## src/rtl/lsu_ctrl.sv

```systemverilog
// Load/store unit: splits byte-addressed requests into word accesses, read-modify-write for
// sub-word stores. Optional macro LSU_MISALIGN_TRAP_EN reports misaligned requests instead.
module lsu_ctrl #(
  parameter int unsigned IDX_W = 8
) (
  input  logic        clk,
  input  logic        rst,
  input  logic        req_valid_i,
  output logic        req_ready_o,
  input  logic [2:0]  req_funct3_i,
  input  logic        req_store_i,
  input  logic [31:0] req_addr_i,
  input  logic [31:0] req_wdata_i,
  output logic [31:0] mem_addr_o,
  output logic [31:0] mem_wdata_o,
  output logic        mem_we_o,
  input  logic [31:0] mem_rdata_i,
  output logic        rsp_valid_o,
  output logic [31:0] rsp_rdata_o,
  output logic        rsp_err_o
);

  typedef enum logic [2:0] {StIdle, StRdLo, StRdHi, StWrLo, StWrHi, StResp} state_e;

  function automatic logic [2:0] size_of(input logic [2:0] f3);
    case (f3[1:0])
      2'b00:   return 3'd1;
      2'b01:   return 3'd2;
      default: return 3'd4;
    endcase
  endfunction

  function automatic logic spans(input logic [2:0] f3, input logic [1:0] off);
    return ({1'b0, off} + size_of(f3)) > 3'd4;
  endfunction

  function automatic logic misaligned(input logic [2:0] f3, input logic [1:0] off);
    logic [2:0] sz;
    sz = size_of(f3);
    return ((sz == 3'd2) && off[0]) || ((sz == 3'd4) && (off != 2'b00));
  endfunction

  state_e          state_q, state_d;
  logic [2:0]      f3_q;
  logic            store_q;
  logic [IDX_W+1:0] addr_q;
  logic [31:0]     wdata_q;
  logic [63:0]     buf_q, buf_d;
  logic            accept;

  // Bits above the word index are deliberately dropped.
  logic unused_addr;
  assign unused_addr = ^req_addr_i[31:IDX_W+2];

  assign accept = req_valid_i && (state_q == StIdle);

  logic [1:0]       off;
  logic [IDX_W-1:0] lo, hi;
  logic [2:0]       size;
  logic             span;

  assign off  = addr_q[1:0];
  assign lo   = addr_q[IDX_W+1:2];
  assign hi   = lo + IDX_W'(1);
  assign size = size_of(f3_q);
  assign span = spans(f3_q, off);

`ifdef LSU_MISALIGN_TRAP_EN
  logic err_q;
  always_ff @(posedge clk or posedge rst) begin
    if (rst) begin
      err_q <= 1'b0;
    end else if (accept) begin
      err_q <= misaligned(req_funct3_i, req_addr_i[1:0]);
    end
  end
`endif

  always_ff @(posedge clk or posedge rst) begin
    if (rst) begin
      state_q <= StIdle;
      f3_q    <= 3'b000;
      store_q <= 1'b0;
      addr_q  <= '0;
      wdata_q <= 32'h0;
      buf_q   <= 64'h0;
    end else begin
      state_q <= state_d;
      buf_q   <= buf_d;
      if (accept) begin
        f3_q    <= req_funct3_i;
        store_q <= req_store_i;
        addr_q  <= req_addr_i[IDX_W+1:0];
        wdata_q <= req_wdata_i;
      end
    end
  end

  // Store merge: byte enables over the 64-bit lo/hi window.
  logic [7:0]  byte_en;
  logic [63:0] mask64, data64, merged;

  always_comb begin
    case (size)
      3'd1:    byte_en = 8'h01;
      3'd2:    byte_en = 8'h03;
      default: byte_en = 8'h0F;
    endcase
    byte_en = byte_en << off;
    for (int i = 0; i < 8; i++) begin
      mask64[i*8 +: 8] = {8{byte_en[i]}};
    end
    data64 = {32'h0, wdata_q} << {off, 3'b000};
    merged = (buf_q & ~mask64) | (data64 & mask64);
  end

  // Load extract and extension.
  logic [31:0] raw, ext;

  always_comb begin
    for (int i = 0; i < 4; i++) begin
      raw[i*8 +: 8] = buf_q[(int'(off) + i)*8 +: 8];
    end
    case (f3_q)
      3'b000:  ext = {{24{raw[7]}}, raw[7:0]};
      3'b001:  ext = {{16{raw[15]}}, raw[15:0]};
      3'b100:  ext = {24'h0, raw[7:0]};
      3'b101:  ext = {16'h0, raw[15:0]};
      default: ext = raw;
    endcase
  end

  // Next state.
  always_comb begin
    logic trap_req;
    state_d  = state_q;
    trap_req = 1'b0;
`ifdef LSU_MISALIGN_TRAP_EN
    trap_req = misaligned(req_funct3_i, req_addr_i[1:0]);
`endif
    unique case (state_q)
      StIdle: begin
        if (req_valid_i) begin
          if (trap_req) begin
            state_d = StResp;
          end else if (req_store_i && (size_of(req_funct3_i) == 3'd4)
                       && (req_addr_i[1:0] == 2'b00)) begin
            state_d = StWrLo;
          end else begin
            state_d = StRdLo;
          end
        end
      end
      StRdLo: begin
        if (span)         state_d = StRdHi;
        else if (store_q) state_d = StWrLo;
        else              state_d = StResp;
      end
      StRdHi:  state_d = store_q ? StWrLo : StResp;
      StWrLo:  state_d = span ? StWrHi : StResp;
      StWrHi:  state_d = StResp;
      StResp:  state_d = StIdle;
      default: state_d = StIdle;
    endcase
  end

  // Outputs are decoded from state so reset clears them asynchronously.
  always_comb begin
    buf_d       = buf_q;
    req_ready_o = 1'b0;
    mem_addr_o  = 32'h0;
    mem_wdata_o = 32'h0;
    mem_we_o    = 1'b0;
    rsp_valid_o = 1'b0;
    rsp_rdata_o = 32'h0;
    rsp_err_o   = 1'b0;
    unique case (state_q)
      StIdle: req_ready_o = 1'b1;
      StRdLo: begin
        mem_addr_o  = 32'(lo);
        buf_d[31:0] = mem_rdata_i;
      end
      StRdHi: begin
        mem_addr_o   = 32'(hi);
        buf_d[63:32] = mem_rdata_i;
      end
      StWrLo: begin
        mem_addr_o  = 32'(lo);
        mem_we_o    = 1'b1;
        mem_wdata_o = merged[31:0];
      end
      StWrHi: begin
        mem_addr_o  = 32'(hi);
        mem_we_o    = 1'b1;
        mem_wdata_o = merged[63:32];
      end
      StResp: begin
        rsp_valid_o = 1'b1;
`ifdef LSU_MISALIGN_TRAP_EN
        rsp_err_o   = err_q;
        rsp_rdata_o = (store_q || err_q) ? 32'h0 : ext;
`else
        rsp_rdata_o = store_q ? 32'h0 : ext;
`endif
      end
      default: ;
    endcase
  end

endmodule

```

## config.mk

```make
export PLATFORM = sky130hd
export DESIGN_NAME = lsu_ctrl
export DESIGN_NICKNAME = d
export VERILOG_FILES = /design/src/rtl/lsu_ctrl.sv
export SDC_FILE = /design/constraint.sdc
export NUM_CORES = 1
export LEC_CHECK = 0
export ABC_AREA = 1
export CORE_MARGIN = 10
export CORE_UTILIZATION = 30
export DETAILED_ROUTE_END_ITERATION = 10
export GPL_TIMING_DRIVEN = 0
export PLACE_DENSITY = 0.54
export SETUP_SLACK_MARGIN = 0.5
export SLEW_MARGIN = 30
export SYNTH_ARGS = -nofsm -noshare
export SYNTH_HDL_FRONTEND = slang
export SYNTH_SLANG_ARGS = --single-unit
```

## constraint.sdc

```tcl
create_clock -name clk -period 3.85 [get_ports clk]
set_input_delay 0.77 -clock clk [delete_from_list [all_inputs] [get_ports clk]]
set_output_delay 0.77 -clock clk [all_outputs]
set_load 0.02 [all_outputs]
```

==> results.sh <==
export IMPL_finalClockSkew_ps=4.23
export IMPL_regToRegSetupSlack_ps=1660
export IMPL_port_buffer_count=155
export IMPL_critPathRequiredTime_ps=3080
export IMPL_arrival_ps=2560
export IMPL_slew_headroom=0.549
export IMPL_num_fill_cells=2564
export IMPL_yosys_area_top_type="dfrtp_1"
export IMPL_core_um2=24200
export IMPL_worst_setup_path_type="flop to primary output"
export IMPL_wirelength_mm=34.2
export IMPL_clkTransAtPathRegs_ps=60
export IMPL_post_route_period_util=0.864
export IMPL_syn_area_per_cell_um2=7.00
export IMPL_path_max_fanout=10
export IMPL_multiInputGateArea_um2=3760
export IMPL_seqCellArea_um2=2830
export IMPL_hold_end="buf_q[59]$_DFFE_PP0N_"
export IMPL_num_io_pins=203
export IMPL_setup_viol=0
export IMPL_p_per_area_nw_per_um2=943
export IMPL_syn_inst=1049
export IMPL_drc=0
export IMPL_cts_sink_count=113
export IMPL_drive_above_1_share=0.147
export IMPL_report_final_slew_viol_count=0
export IMPL_yosysTopAreaCellShare=0.385
export IMPL_instances_no_fill=1593
export IMPL_ys_seq_area_frac=0.385
export IMPL_numCtsBuffers=17
export IMPL_syn_area_um2=7340
export IMPL_tightestPinTransition_ps=676
export IMPL_drv_cap=0
export IMPL_drt_initial_drc_count=745
export IMPL_startpoint_type="flop"
export IMPL_grt_overflow=0
export IMPL_final_common_cell="nand2_1"
export IMPL_start_util=0.304
export IMPL_final_cell_mix="nand2_1, o21ai_0, dfrtp_1"
export IMPL_grt_first_pass_wirelength_mm=50.6
export IMPL_vdd_drop_max_mv=0.450
export IMPL_rsz0062_at_grt="yes"
export IMPL_worstSkewPairLatency_ps=430
export IMPL_hold_viol_final=0
export IMPL_hold_ws_ps=488
export IMPL_first_global_vias=8079
export IMPL_die_area_um2=31100
export IMPL_nNetsFinal=1364
export IMPL_ys_ff_latch=113
export IMPL_syn_to_final_growth_pct=38.8
export IMPL_grt_max_degree=29
export IMPL_hpwl_mm=27.4
export IMPL_synth_cell_types=37
export IMPL_ant_nets=0
export IMPL_cts_root_buf="clkbuf_16"
export IMPL_fp_dieH_um=176
export IMPL_status="finished, final reports clean"
export IMPL_dp_slack_ps=-26.4
export IMPL_setup_slack_ps=524
export IMPL_fmax_ghz=0.301
export IMPL_min_path_cells=2
export IMPL_fin_crit_ps=3330
export IMPL_dr_total_vias=7926
export IMPL_rr_startpoint="addr_q[1]$_DFFE_PP0P_"
export IMPL_worstHoldPathType="flop to flop"
export IMPL_grtUsageTotal=0.217
export IMPL_cts_hold_buffers=0
export IMPL_grt_antenna_before_repair=0
export IMPL_hp_start="buf_q[59]$_DFFE_PP0N_"
export IMPL_wl_per_cell_um=21.5
export IMPL_yosysWarnings=0
export IMPL_cts_max_level=4
export IMPL_worst_setup_path_end_kind="primary output"
export IMPL_leakage_nw=5.10
export IMPL_fp_row_count=57
export IMPL_cts_tree="built"
export IMPL_first_pass_iters=6
export IMPL_clock_path_buffers=2
export IMPL_place_gp_congestion=0.971
export IMPL_ff2ff_path_depth=10
export IMPL_utilization=0.422
export IMPL_synth_area_top_cells="dfrtp_1, nand2_1, o21ai_0"
export IMPL_die_x_um=176
export IMPL_via_per_inst=4.98
export IMPL_r2r_end="state_q[1]$_DFFE_PP0P_"
export IMPL_dp_cells=1556
[cell type report]
cell class / count / area share
Sequential cell: 113 / 0.278
Tap cell: 324 / 0.0398
Antenna cell: 1 / 0.000245
Multi-Input combinational cell: 775 / 0.369
Timing Repair Buffer: 164 / 0.158
Buffer: 80 / 0.0525
Clock inverter: 11 / 0.0183
Clock buffer: 19 / 0.0444
Inverter: 106 / 0.0401
[flip-flops by register name (all words and copies together) (netlist names)]
name	cells
f3_q	3
addr_q	10
state_q	3
store_q	1
buf_q	64
wdata_q	32
[kinds of logic after synthesis]
kind of cell,synth area share
adder cells (fa/ha/maj),0.00784
AO/OA/AOI/OAI,0.211
AND/OR/NAND/NOR,0.254
other,0.000511
buffers and inverters,0.124
multiplexers,0.0179
flip-flops,0.385
[critical path: stages, from the launching register on]
cell	delay [ps]
dfrtp_2	450
buf_4	200
buf_6	160
buf_6	140
nand2_1	60
o21ai_0	150
o21ai_1	360
nand2_1	130
nand3_1	110
nand2_1	60
clkdlybuf4s15_1	290
[report_power, final]
group	leakage (nW)	switching (W)	total, W	internal (W)
clock network	0.314	0.000600	0.00177	0.00117
logic	3.47	0.00377	0.00556	0.00179
registers	1.32	0.000517	0.00229	0.00177
total	5.10	0.00488	0.00962	0.00473
[routing by layer]
metal  GRT usage  vias up  routed length, um
li1            -     3793                  -
met1       0.284     3743              15400
met2       0.346      345              15400
met3      0.0510       45               2630
met4      0.0701        0                850
met5           0        -                  0
[repair_timing]
action,4_1_cts,5_1_grt
cloned,0,1
pin swaps,6,2
setup endpoints to repair,64,28
setup buffers,5,0
gates resized for setup,118,34
[per-stage QoR]
| step | TNS (ps) | power, W | area (um2) |
|---|---|---|---|
| after detailed placement | -26.4 | 0.00769 | 9470 |
| final | 0 | 0.00962 | 10200 |
| after global placement | -155 | 0.00767 | 9390 |
| after floorplan | 0 | 0.00541 | 7440 |
| after CTS | 0 | 0.00951 | 10200 |
| after global routing | 0 | 0.0103 | 10200 |
[worst max path at each step]
| stage | start | end | slack, ps | cells after the start |
|---|---|---|---|---|
| 2_1_floorplan | f3_q[1]$_DFFE_PP0P_ | mem_wdata_o[11] | 1130 | 7 |
| 3_3_place_gp | f3_q[1]$_DFFE_PP0P_ | mem_wdata_o[13] | -100 | 8 |
| 3_5_place_dp | f3_q[1]$_DFFE_PP0P_ | mem_wdata_o[13] | -30 | 8 |
| 4_1_cts | addr_q[0]$_DFFE_PP0P_ | rsp_rdata_o[16] | 430 | 7 |
| 5_1_grt | addr_q[0]$_DFFE_PP0P_ | mem_wdata_o[27] | 450 | 10 |
| 6_report | addr_q[0]$_DFFE_PP0P_ | mem_wdata_o[27] | 520 | 10 |
[Yosys cell counts]
cell type and number:
nand4_1 1, mux2_4 5, nand2_4 1, nor3_1 9, nand3_2 3, buf_4 32, buf_2 23, o21ai_1 6
o2111a_1 1, o21ai_2 1, inv_2 9, fa_1 1, nor2_4 4, conb_1 1, nor2_2 5, ha_1 3
o21ai_4 2, a21o_1 1, a21oi_1 91, or2_2 1, dfrtp_1 113, a211oi_1 9, clkbuf_2 1, nor3_4 1
inv_1 97, nand2_2 7, clkbuf_1 15, o211ai_1 24, o221ai_1 1, o21ai_0 134, nand2_1 283, buf_6 8
nand3_1 41, nor2_1 97, mux2_2 5, o22ai_1 12, buf_1 1
No activity file was read; power rests on OpenSTA's default activity.
